$ cat config.mk
export PLATFORM = sky130hd
export DESIGN_NAME = hvac_actuator_guard
export DESIGN_NICKNAME = d
export VERILOG_FILES = /design/src/rtl/hvac_actuator_guard.sv
export SDC_FILE = /design/constraint.sdc
export NUM_CORES = 1
export LEC_CHECK = 0
export BUFFER_PORTS_ARGS = -buffer_cell sky130_fd_sc_hd__buf_2
export CAP_MARGIN = 10
export CORE_UTILIZATION = 30
export DETAILED_ROUTE_END_ITERATION = 10
export GPL_ROUTABILITY_DRIVEN = 1
export PLACE_DENSITY = 0.51
export SLEW_MARGIN = 30
export SYNTH_ARGS = -nofsm -noshare
export SYNTH_HDL_FRONTEND = slang
export SYNTH_SLANG_ARGS = --single-unit
$ cat constraint.sdc
create_clock -name clk -period 2.1 [get_ports clk]
set_input_delay 0.105 -clock clk [delete_from_list [all_inputs] [get_ports clk]]
set_output_delay 0.105 -clock clk [all_outputs]
set_load 0.01 [all_outputs]
$ cat src/rtl/hvac_actuator_guard.sv
// hvac_actuator_guard: turns controller heat/cool requests into plant enables,
// enforcing a minimum run time, a minimum rest time after every run (and after
// reset), and strict mutual exclusion between heater and cooler.
module hvac_actuator_guard #(
    parameter int unsigned MIN_ON  = 4,
    parameter int unsigned MIN_OFF = 6,
    parameter int unsigned CNT_W   = 8
) (
    input  logic clk,
    input  logic rst,
    input  logic heating,
    input  logic cooling,
    output logic heater_en,
    output logic cooler_en,
    output logic lockout,
    output logic conflict
);

    typedef enum logic [1:0] {
        REST  = 2'd0,
        READY = 2'd1,
        HEAT  = 2'd2,
        COOL  = 2'd3
    } state_t;

    // Timer values at which the rest period ends / a run may end.
    localparam logic [CNT_W-1:0] OFF_LAST = CNT_W'(MIN_OFF - 1);
    localparam logic [CNT_W-1:0] ON_LAST  = CNT_W'(MIN_ON - 1);

    state_t           state_q, state_d;
    logic [CNT_W-1:0] timer_q, timer_d;
    logic             conflict_q;

    // Next-state selection; requests only matter in READY and to end a run.
    always_comb begin
        state_d = state_q;
        unique case (state_q)
            REST: begin
                if (timer_q == OFF_LAST) state_d = READY;
            end
            READY: begin
                if (heating && !cooling)      state_d = HEAT;
                else if (cooling && !heating) state_d = COOL;
            end
            HEAT: begin
                if (!heating && (timer_q >= ON_LAST)) state_d = REST;
            end
            COOL: begin
                if (!cooling && (timer_q >= ON_LAST)) state_d = REST;
            end
            default: state_d = REST;
        endcase
    end

    // Dwell timer: restarts on every state change, otherwise saturating count.
    always_comb begin
        timer_d = timer_q;
        if (state_d != state_q)  timer_d = '0;
        else if (timer_q != '1)  timer_d = timer_q + 1'b1;
    end

    // State, timer and conflict registers with synchronous reset.
    always_ff @(posedge clk) begin
        if (rst) begin
            state_q    <= REST;
            timer_q    <= '0;
            conflict_q <= 1'b0;
        end else begin
            state_q    <= state_d;
            timer_q    <= timer_d;
            conflict_q <= heating & cooling;
        end
    end

    assign heater_en = (state_q == HEAT);
    assign cooler_en = (state_q == COOL);
    assign lockout   = (state_q == REST);
    assign conflict  = conflict_q;

endmodule

==> Yosys cells after proc, flatten, opt, wreduce, memory -nomap -nowiden <==
Index checks and enable logic that the tools add are counted.
{ "op_classes": {"n_addsub": 1, "n_mul": 0, "div": 0, "magnitude_cmp": 1, "n_eq_ne": 6, "shifts": 0, "muxes": 6, "bitwise": 1, "reduce_logical": 8} }
{ "op_table": {"columns": ["operator", "count"], "rows": [
  ["$mux W2", 5],
  ["$add A8 B1 Y8 const B", 1],
  ["$eq A8 B3 Y1 const B", 1],
  ["$ge A8 B2 Y1 const B", 1],
  ["$ne A8 B8 Y1 const B", 1],
  ["$pmux W2 S4", 1],
  ["$eq A2 B2 Y1 const B", 2],
  ["$logic_and A1 B1 Y1", 4],
  ["$eq A2 B1 Y1 const B", 1],
  ["$logic_not A1 Y1", 2],
  ["$logic_not A2 Y1", 1],
  ["$ne A2 B2 Y1", 1],
  ["$reduce_or A2 Y1", 1],
  ["$and A1 B1 Y1", 1]
]} }
{ "word_totals": {"register_bits": 11, "latchBits": 0, "mem_bits_rw": 0, "romBits": 0, "input_bits": 4, "out_inout_bits": 4, "word_cells": 26, "mem_count": 0} }

==> Logic depth before layout (Yosys ltp) <==
Gate-level depths: netlist of the first run.
{ "depth": {"word_depth": 7, "depth_mapped": 6, "ltp_nobuf": 6} }

==> Least setup slack after synthesis of the first run <==
No wires, ideal clock.
{ "synth_timing": {"path_kind": "register to register", "startpoint": "register timer_q[7]", "endpoint": "register timer_q[6]", "setup_ps": 127, "arrival_time_ps": 1471, "required_time_ps": 1973, "slack_ps": 503, "path_stages_with_launch": 5, "path_buffers": 0, "period_less_slack_ps": 1597, "path_cell_list": "dfxtp_1 -> or3_1 -> or4_4 -> o211ai_4 -> nor3_2"} }
{ "synth_between": {"elab_chain_len": 6, "elab_cells_between_ends": 11, "cone_classes": "1 x order compare; 3 x eq/ne; 4 x mux; 3 x reduce/logical"} }
{ "synth_lines": {"columns": ["element", "line_no", "text"], "rows": [
  ["start, declared", "31", "logic [CNT_W-1:0] timer_q, timer_d;"],
  ["start signal, assigned", "70", "timer_q <= timer_d;"],
  ["$ge A8 B2 Y1", "46, 49", null],
  ["$logic_and A1 B1 Y1, on equally long branches", "49, 46", null],
  ["$mux W2, on equally long branches", "49, 46", null],
  ["$pmux W2 S4", "37", "unique case (state_q)"],
  ["$ne A2 B2 Y1", "58", "if (state_d != state_q) timer_d = '0;"],
  ["$reduce_or A2 Y1 (no source line)", null, null]
]} }
Several ways; a longest one is shown, not always the timed one.
A chain may end at the register's enable or synchronous reset.

==> Worst setup path in the final report of the first run <==
{ "layout_timing": {"startpoint": "register timer_q[0]", "endpoint": "register timer_q[1]"} }
Same word-level chain as after synthesis.

==> impl_results.md, run 1 <==
- Hold Startpoint: heating
- Final worst path period share: 81.6%
- Async set or reset register ratio after synthesis: 0%
- R2r endpoint: timer_q[1]
- Met2 usage: 18.1%
- Critical Path RT: 2.30 ns
- Crit path depth: 5
- Avg Synthesized Cell Area: 8.54 um2
- GR Util met1: 16.5%
- Register share of total power: 53.1%
- Pwr/cell area: 590 nW/um2
- Clock latency on the worst-skew pair: 0.28 ns
- Reg-to-reg startpoint: timer_q[0]
- Worst path cell trace: ha_1, or4_1, o22ai_2, o211ai_4, a211oi_1
- Final Skew: 0.00702 ns
- Die area: 2260 um2
- Initial antenna violation count: 0
- DR DRC count: 0
- Crit path launch type: register
- RePlAce Congestion: 0.751
- Final nets: 91
- Clock-pin slew on the worst setup and hold paths: 0.08 ns
- Final Hold Viols: 0
- Site row count: 16
- Total grt overflow: 0
- Vias: 539
- Power Total: 0.423 mW
- LEAKAGE: 0.274 nW
- Via-to-Cell Ratio: 4.86
- GR Util All Layers: 13.3%
- Busiest grt layer: met2
- I/O pins: 8
- Number of synthesized flops with an enable pin: 0
- Ys flop type: dfxtp_1
- Crit-path leading delay family: compound AO/OA/AOI/OAI gates
- Die Ht: 47.6 um
- Crit path max fanout: 8
- DR pass1 iterations: 4
- Sink Count: 11
- Worst VDD drop: 269 uV
- Slowest CP cell: or4_1
- Final setup viols: 0
- Core ar.: 1960 um2
- Clock Path Buffers: 2
- PortBufs: 7
- Cts bufs inserted: 3
- Largest net degree at the start of global routing: 9
- RSZ-0062 raised after global routing: false
- CTS tree: built
- Yosys cell types: 30
- Layout cells sized above 1: 21.4%
- Fmax: 0.584 GHz
- Max_cap viols: 0
- Post-Route WL: 1230 um
- Post-Syn Instances: 73
- Post-Synthesis Cell Area: 623 um2
- Clock root buffer: clkbuf_4
- Clock share of power: 36.1%
- Final Max Slew Viols: 0
- Fin crit period: 1.71 ns
- Post_cts resized: 0
- ANT cells: 0
- R2R depth: 5
- Crit. Startpoint: timer_q[0]
- Reg2Reg Setup Slack: 0.39 ns
- Ys Warns: 0
- Pre-CTS setup slack: 0.391 ns
- Iteration-0 DRC Markers: 7
- Logic pwr share: 10.9%
- Arr. time, crit path: 1.91 ns
- Detailed placer's ending HPWL: 893 um
- Vias in the first global route: 459
- Int Power: 0.310 mW
- PnR worst setup slack: 0.387 ns
- #FFs+latches synth: 11
- Register area share after synthesis: 35.3%
- Worst Max-Slew Pin Slew: 0.323 ns
- Hold Path Cell Cnt: 3
- Switch share: 26.6%
- Hold Crit Class: in -> reg
- Die W: 47.6 um
- Switch Pwr: 0.113 mW
- WHS Endpoint: conflict
- CP Capture Type: register
- H-tree levels: 1
- Global-route wire length before repair: 1900 um
- Setup TNS: 0 ns
- Rel. slew slack: 78.4%
- Starting Density: 31.8%
- Run status: completed
- Post-CTS Setup Inserts: 0
- CP peak stage delay: 0.45 ns
- GRT met3 Usage: 4.53%
- Synth Net Count: 79
- Crit path kind: reg -> reg
- Wire per inst: 11.1 um
- Critical path buffers and inverters: 0
- Final ANT Viol Nets: 0
- Area Growth Syn to Fin: 15.1%
power groups by stage:
stage,clock [mW],sequential (mW),combinational [mW]
final,0.153,0.225,0.0460
after detailed placement,0,0.229,0.0449
after global placement,0,0.229,0.0447
after floorplan,0,0.227,0.0316
after global routing,0.176,0.226,0.0519
after CTS,0.163,0.224,0.0464
cell families after synthesis:
logic type	synth area share (%)
AOI/OAI and AO/OA	17.1
xor gates and xnor gates	7.03
buffers and inverters	3.61
DFF	35.3
adders and majority gates	4.02
and+or+nand+nor	32.9
stage by stage:
step / std cells / area (um2) / hold slack, ns / utilization [%]
6_report: 111 / 717 / 0.0988 / 36.5
5_1_grt: 111 / 717 / 0.0856 / 36.5
4_1_cts: 111 / 717 / 0.0843 / 36.5
3_5_place_dp: 106 / 681 / 0.310 / 34.7
3_3_place_gp: 106 / 681 / 0.314 / 34.7
2_1_floorplan: 73 / 623 / 0.174 / -
routing by layer:
layer,share of wire [%],vias up,routed length [um]
li1,-,283,-
met1,52,240,637
met2,41,12,503
met3,3.9,4,48
met4,3.7,0,46
met5,0,-,0
tightest hold or removal path: stages:
cell,delay [ns]
buf_2,0.13
nand2_1,0.06
nor2_1,0.03
state kept, by name, indices dropped and copies added, names as in the netlist:
register  count
state_q       2
timer_q       8
conflict      1
how the worst max path moves through the flow:
stage	to	slack, ns
final	timer_q[1]	0.39
after global routing	timer_q[7]	0.24
after detailed placement	timer_q[1]	0.39
after CTS	timer_q[1]	0.38
after global placement	timer_q[0]	0.40
after floorplan	timer_q[6]	0.50
area by class of cell:
cell class              count  area, um2
inverters                   3       11.3
fillers                   222       1240
clock buffers               4       26.3
flip-flops and latches     11        220
well taps                  27       33.8
multi-input cells          58        380
repair buffers              8       45.0
Yosys cell counts, types with 2 or more instances:
cell type,number,area share (%)
a21oi_1,5,4.0
ha_1,2,4.0
nand2_1,6,3.6
o21ai_0,2,1.6
nor3_2,2,3.2
nor3_1,3,2.4
nand3_1,2,1.6
dfxtp_1,11,35
nor2_1,12,7.2
xnor2_1,4,5.6
a211oi_1,2,2.4
inv_1,3,1.8
or3_1,2,2.0
placed cells by master, fill, tap and decap left out, types with 2 or more instances in the layout:
master	instances
a211oi_1	2
a21oi_1	5
buf_2	7
clkbuf_4	3
dfxtp_1	11
ha_1	2
inv_1	3
nand2_1	6
nand3_1	2
nor2_1	12
nor3_1	3
nor3_2	2
o21ai_0	2
or3_1	2
xnor2_1	4
what timing repair did:
| item | 4_1_cts | 5_1_grt |
|---|---|---|
| endpoints found under the setup margin | 0 | 0 |
| endpoints found under the hold margin | 1 | 0 |
| hold buffers | 1 | 0 |
Note: power is estimated with default switching activity, not from simulation.
==> inputs of run 2 (changes only) <==
PLACE_DENSITY = 0.53   (was 0.51)
clock period = 1.5 ns   (was 2.1 ns; I/O delays follow)
==> run 2 against run 1 <==
The flow now finishes with violations (setup timing). Fmax increased by 7.4%. Via count increased by 8.9%. Die area unchanged. Critical path depth decreased by 1. Routed wire length increased by 11%. Sequential share of layout area decreased by 4.4 points. Cell area increased by 18%. Global-route usage increased by 0.78 points. Clock power increased by 29%. Non-clock buffer count increased by 12.
==> impl_results.md, run 2 (same netlist as run 1, synthesis figures left out) <==
- Run status: finished with violations
- Failing checks: setup timing
- Power Total: 0.617 mW (+46%)
- Sink Count: 11 (unchanged)
- Critical Path RT: 1.64 ns (-0.66 ns)
- Fillers: 220 (-0.90%)
- Most frequent cells in the layout: nor2_1, buf_4, dfxtp_1
- Fin util: 43.3% (+6.8 points)
- Clock-pin slew on the worst setup and hold paths: 0.07 ns (about the same)
- RePlAce Congestion: 0.667 (-11%)
- Vias in the first global route: 538 (+17%)
- Iteration-0 DRC Markers: 9 (+2)
- Via-to-Cell Ratio: 4.77 (-1.7%)
- Switch Pwr: 0.155 mW (+38%)
- Pre-CTS setup slack: -0.102 ns (-0.493 ns)
- Final ANT Viol Nets: 0 (unchanged)
- DR DRC count: 0 (unchanged)
- CP peak stage delay: 0.51 ns (+0.06 ns)
- Hold_ws: 0.0188 ns (-0.0801 ns)
- Die area: 2260 um2 (unchanged)
- Slowest CP cell: or4_4
- Cells after DPL: 118 (+11%)
- RSZ-0062 raised after global routing: true
- Final Skew: 0.000770 ns (-0.00625 ns)
- Worst VDD drop: 480 uV (+79%)
- Total grt overflow: 0 (unchanged)
- Logic pwr share: 17.6% (+6.7 points)
- Register share of total power: 50.2% (-2.9 points)
- Detailed placer's ending HPWL: 1050 um (+18%)
- Int Power: 0.462 mW (+49%)
- Met1 WL: 672 um (+5.5%)
- Global-route wire length before repair: 2170 um (+14%)
- Crit path kind: reg -> reg
- Clock Path Buffers: 2 (unchanged)
- Site row count: 16 (unchanged)
- Worst path cell trace: or3_4, or4_4, o211ai_4, nor3_2
- Routed wl met2: 602 um (+20%)
- Max reg flops: 8 (unchanged)
- Final setup viols: 8 (+8)
- Worst Max-Slew Pin Slew: 0.327 ns (+0.00377 ns)
- DR pass1 iterations: 4 (unchanged)
- Wire per inst: 11.1 um (+0.19%)
- Initial antenna violation count: 0 (unchanged)
- Crit path launch type: register
- ANT cells: 0 (unchanged)
- Die W: 47.6 um (unchanged)
- Clock latency on the worst-skew pair: 0.26 ns (-0.02 ns)
- Layout Cells excl Fill: 123 (+11%)
- Pwr/cell area: 726 nW/um2 (+23%)
- PortBufs: 7 (unchanged)
- Multi-input gate area: 415 um2 (+9.2%)
- Area Growth Syn to Fin: 36.3%
- Final nets: 103 (+13%)
- Starting Density: 31.8% (unchanged)
- Post-Route WL: 1370 um (+11%)
- Top reg by flops: timer_q
- Final Hold Viols: 0 (unchanged)
- Sequential cell area: 224 um2 (+1.7%)
- Crit path max fanout: 8 (unchanged)
- Hold Crit Class: in -> reg
- CP Capture Type: register
- Core ar.: 1960 um2 (unchanged)
- Fin crit period: 1.60 ns (-0.118 ns)
- CTS tree: built
- Hold-fix buffers, CTS: 0 (-1)
- Die Ht: 47.6 um (unchanged)
- Clock share of power: 32.2% (-3.9 points)
- GR Util All Layers: 14.1% (+0.78 points)
- Final Max Slew Viols: 0 (unchanged)
- Rel. slew slack: 78.1% (-0.25 points)
- Max_cap viols: 0 (unchanged)
- Clock root buffer: clkbuf_4
- I/O pins: 8 (unchanged)
- PnR worst setup slack: -0.0950 ns (-0.482 ns)
- DR top layer: met4
- Switch share: 25.2% (-1.5 points)
- H-tree levels: 1 (unchanged)
- Met3 routed wirelength: 69 um (+44%)
- LEAKAGE: 0.327 nW (+19%)
- Final worst path period share: 106% (+25 points)
- Cts bufs inserted: 3 (unchanged)
- Fmax: 0.627 GHz (+7.4%)
- Layout cells sized above 1: 41.7% (+20 points)
- Vias: 587 (+8.9%)
- Arr. time, crit path: 1.74 ns (-0.17 ns)
- Largest net degree at the start of global routing: 9 (unchanged)
[run 2: changes by cell type in the layout (fill, tap and decap cells not counted), sizes merged]
| cell | delta |
|---|---|
| buf | +13 |
| dlygate4sd3 | -1 |
[run 2: per-stage QoR]
step / setup TNS [ns] / cell area, um2
after floorplan: -0.440 / 632
after global placement: -0.627 / 779
after detailed placement: -0.688 / 779
after CTS: -0.573 / 838
after global routing: -1.07 / 850
final: -0.624 / 850
[run 2: final cells by class]
| type | instances | share of cell area, % |
|---|---|---|
| Clock buffer | 4 | 3.09 |
| Inverter | 3 | 1.62 |
| Multi-Input combinational cell | 58 | 48.9 |
| Sequential cell | 11 | 26.4 |
| Tap cell | 27 | 3.98 |
| Timing Repair Buffer | 20 | 16.1 |
[run 2: critical path: cells and delay by family, from the launching register on]
kind            cells  cell delay (ns)
compound gates      1             0.17
flops               1             0.32
simple gates        3             0.98
[run 2: path summary, 6_finish.rpt]
path | start | end | slack, ns | cells after the start
hold / removal | rst | conflict | 0.02 | 2
setup / recovery | timer_q[7] | timer_q[2] | -0.1 | 4
hold reg to reg | timer_q[7] | timer_q[7] | 0.56 | 2
setup reg to reg | timer_q[7] | timer_q[2] | -0.1 | 4
[run 2: timing repair]
action                     4_1_cts  5_1_grt
pin swaps                        5        2
gates resized for setup          8        2
setup buffers                    1        0
setup endpoints to repair        9       10
[run 2: power by group through the flow]
stage / Clock (mW) / Sequential (mW) / Combinational, mW
6_report: 0.198 / 0.310 / 0.108
4_1_cts: 0.207 / 0.310 / 0.106
3_5_place_dp: 0 / 0.314 / 0.0874
2_1_floorplan: 0 / 0.318 / 0.0449
5_1_grt: 0.218 / 0.311 / 0.121
3_3_place_gp: 0 / 0.314 / 0.0864
[run 2: per-layer routing]
metal / GRT usage (%) / up-vias
met1: 18.1 / 263
met2: 21.1 / 14
met3: 6.04 / 4
met5: 0 / -
li1: - / 306
met4: 5.00 / 0
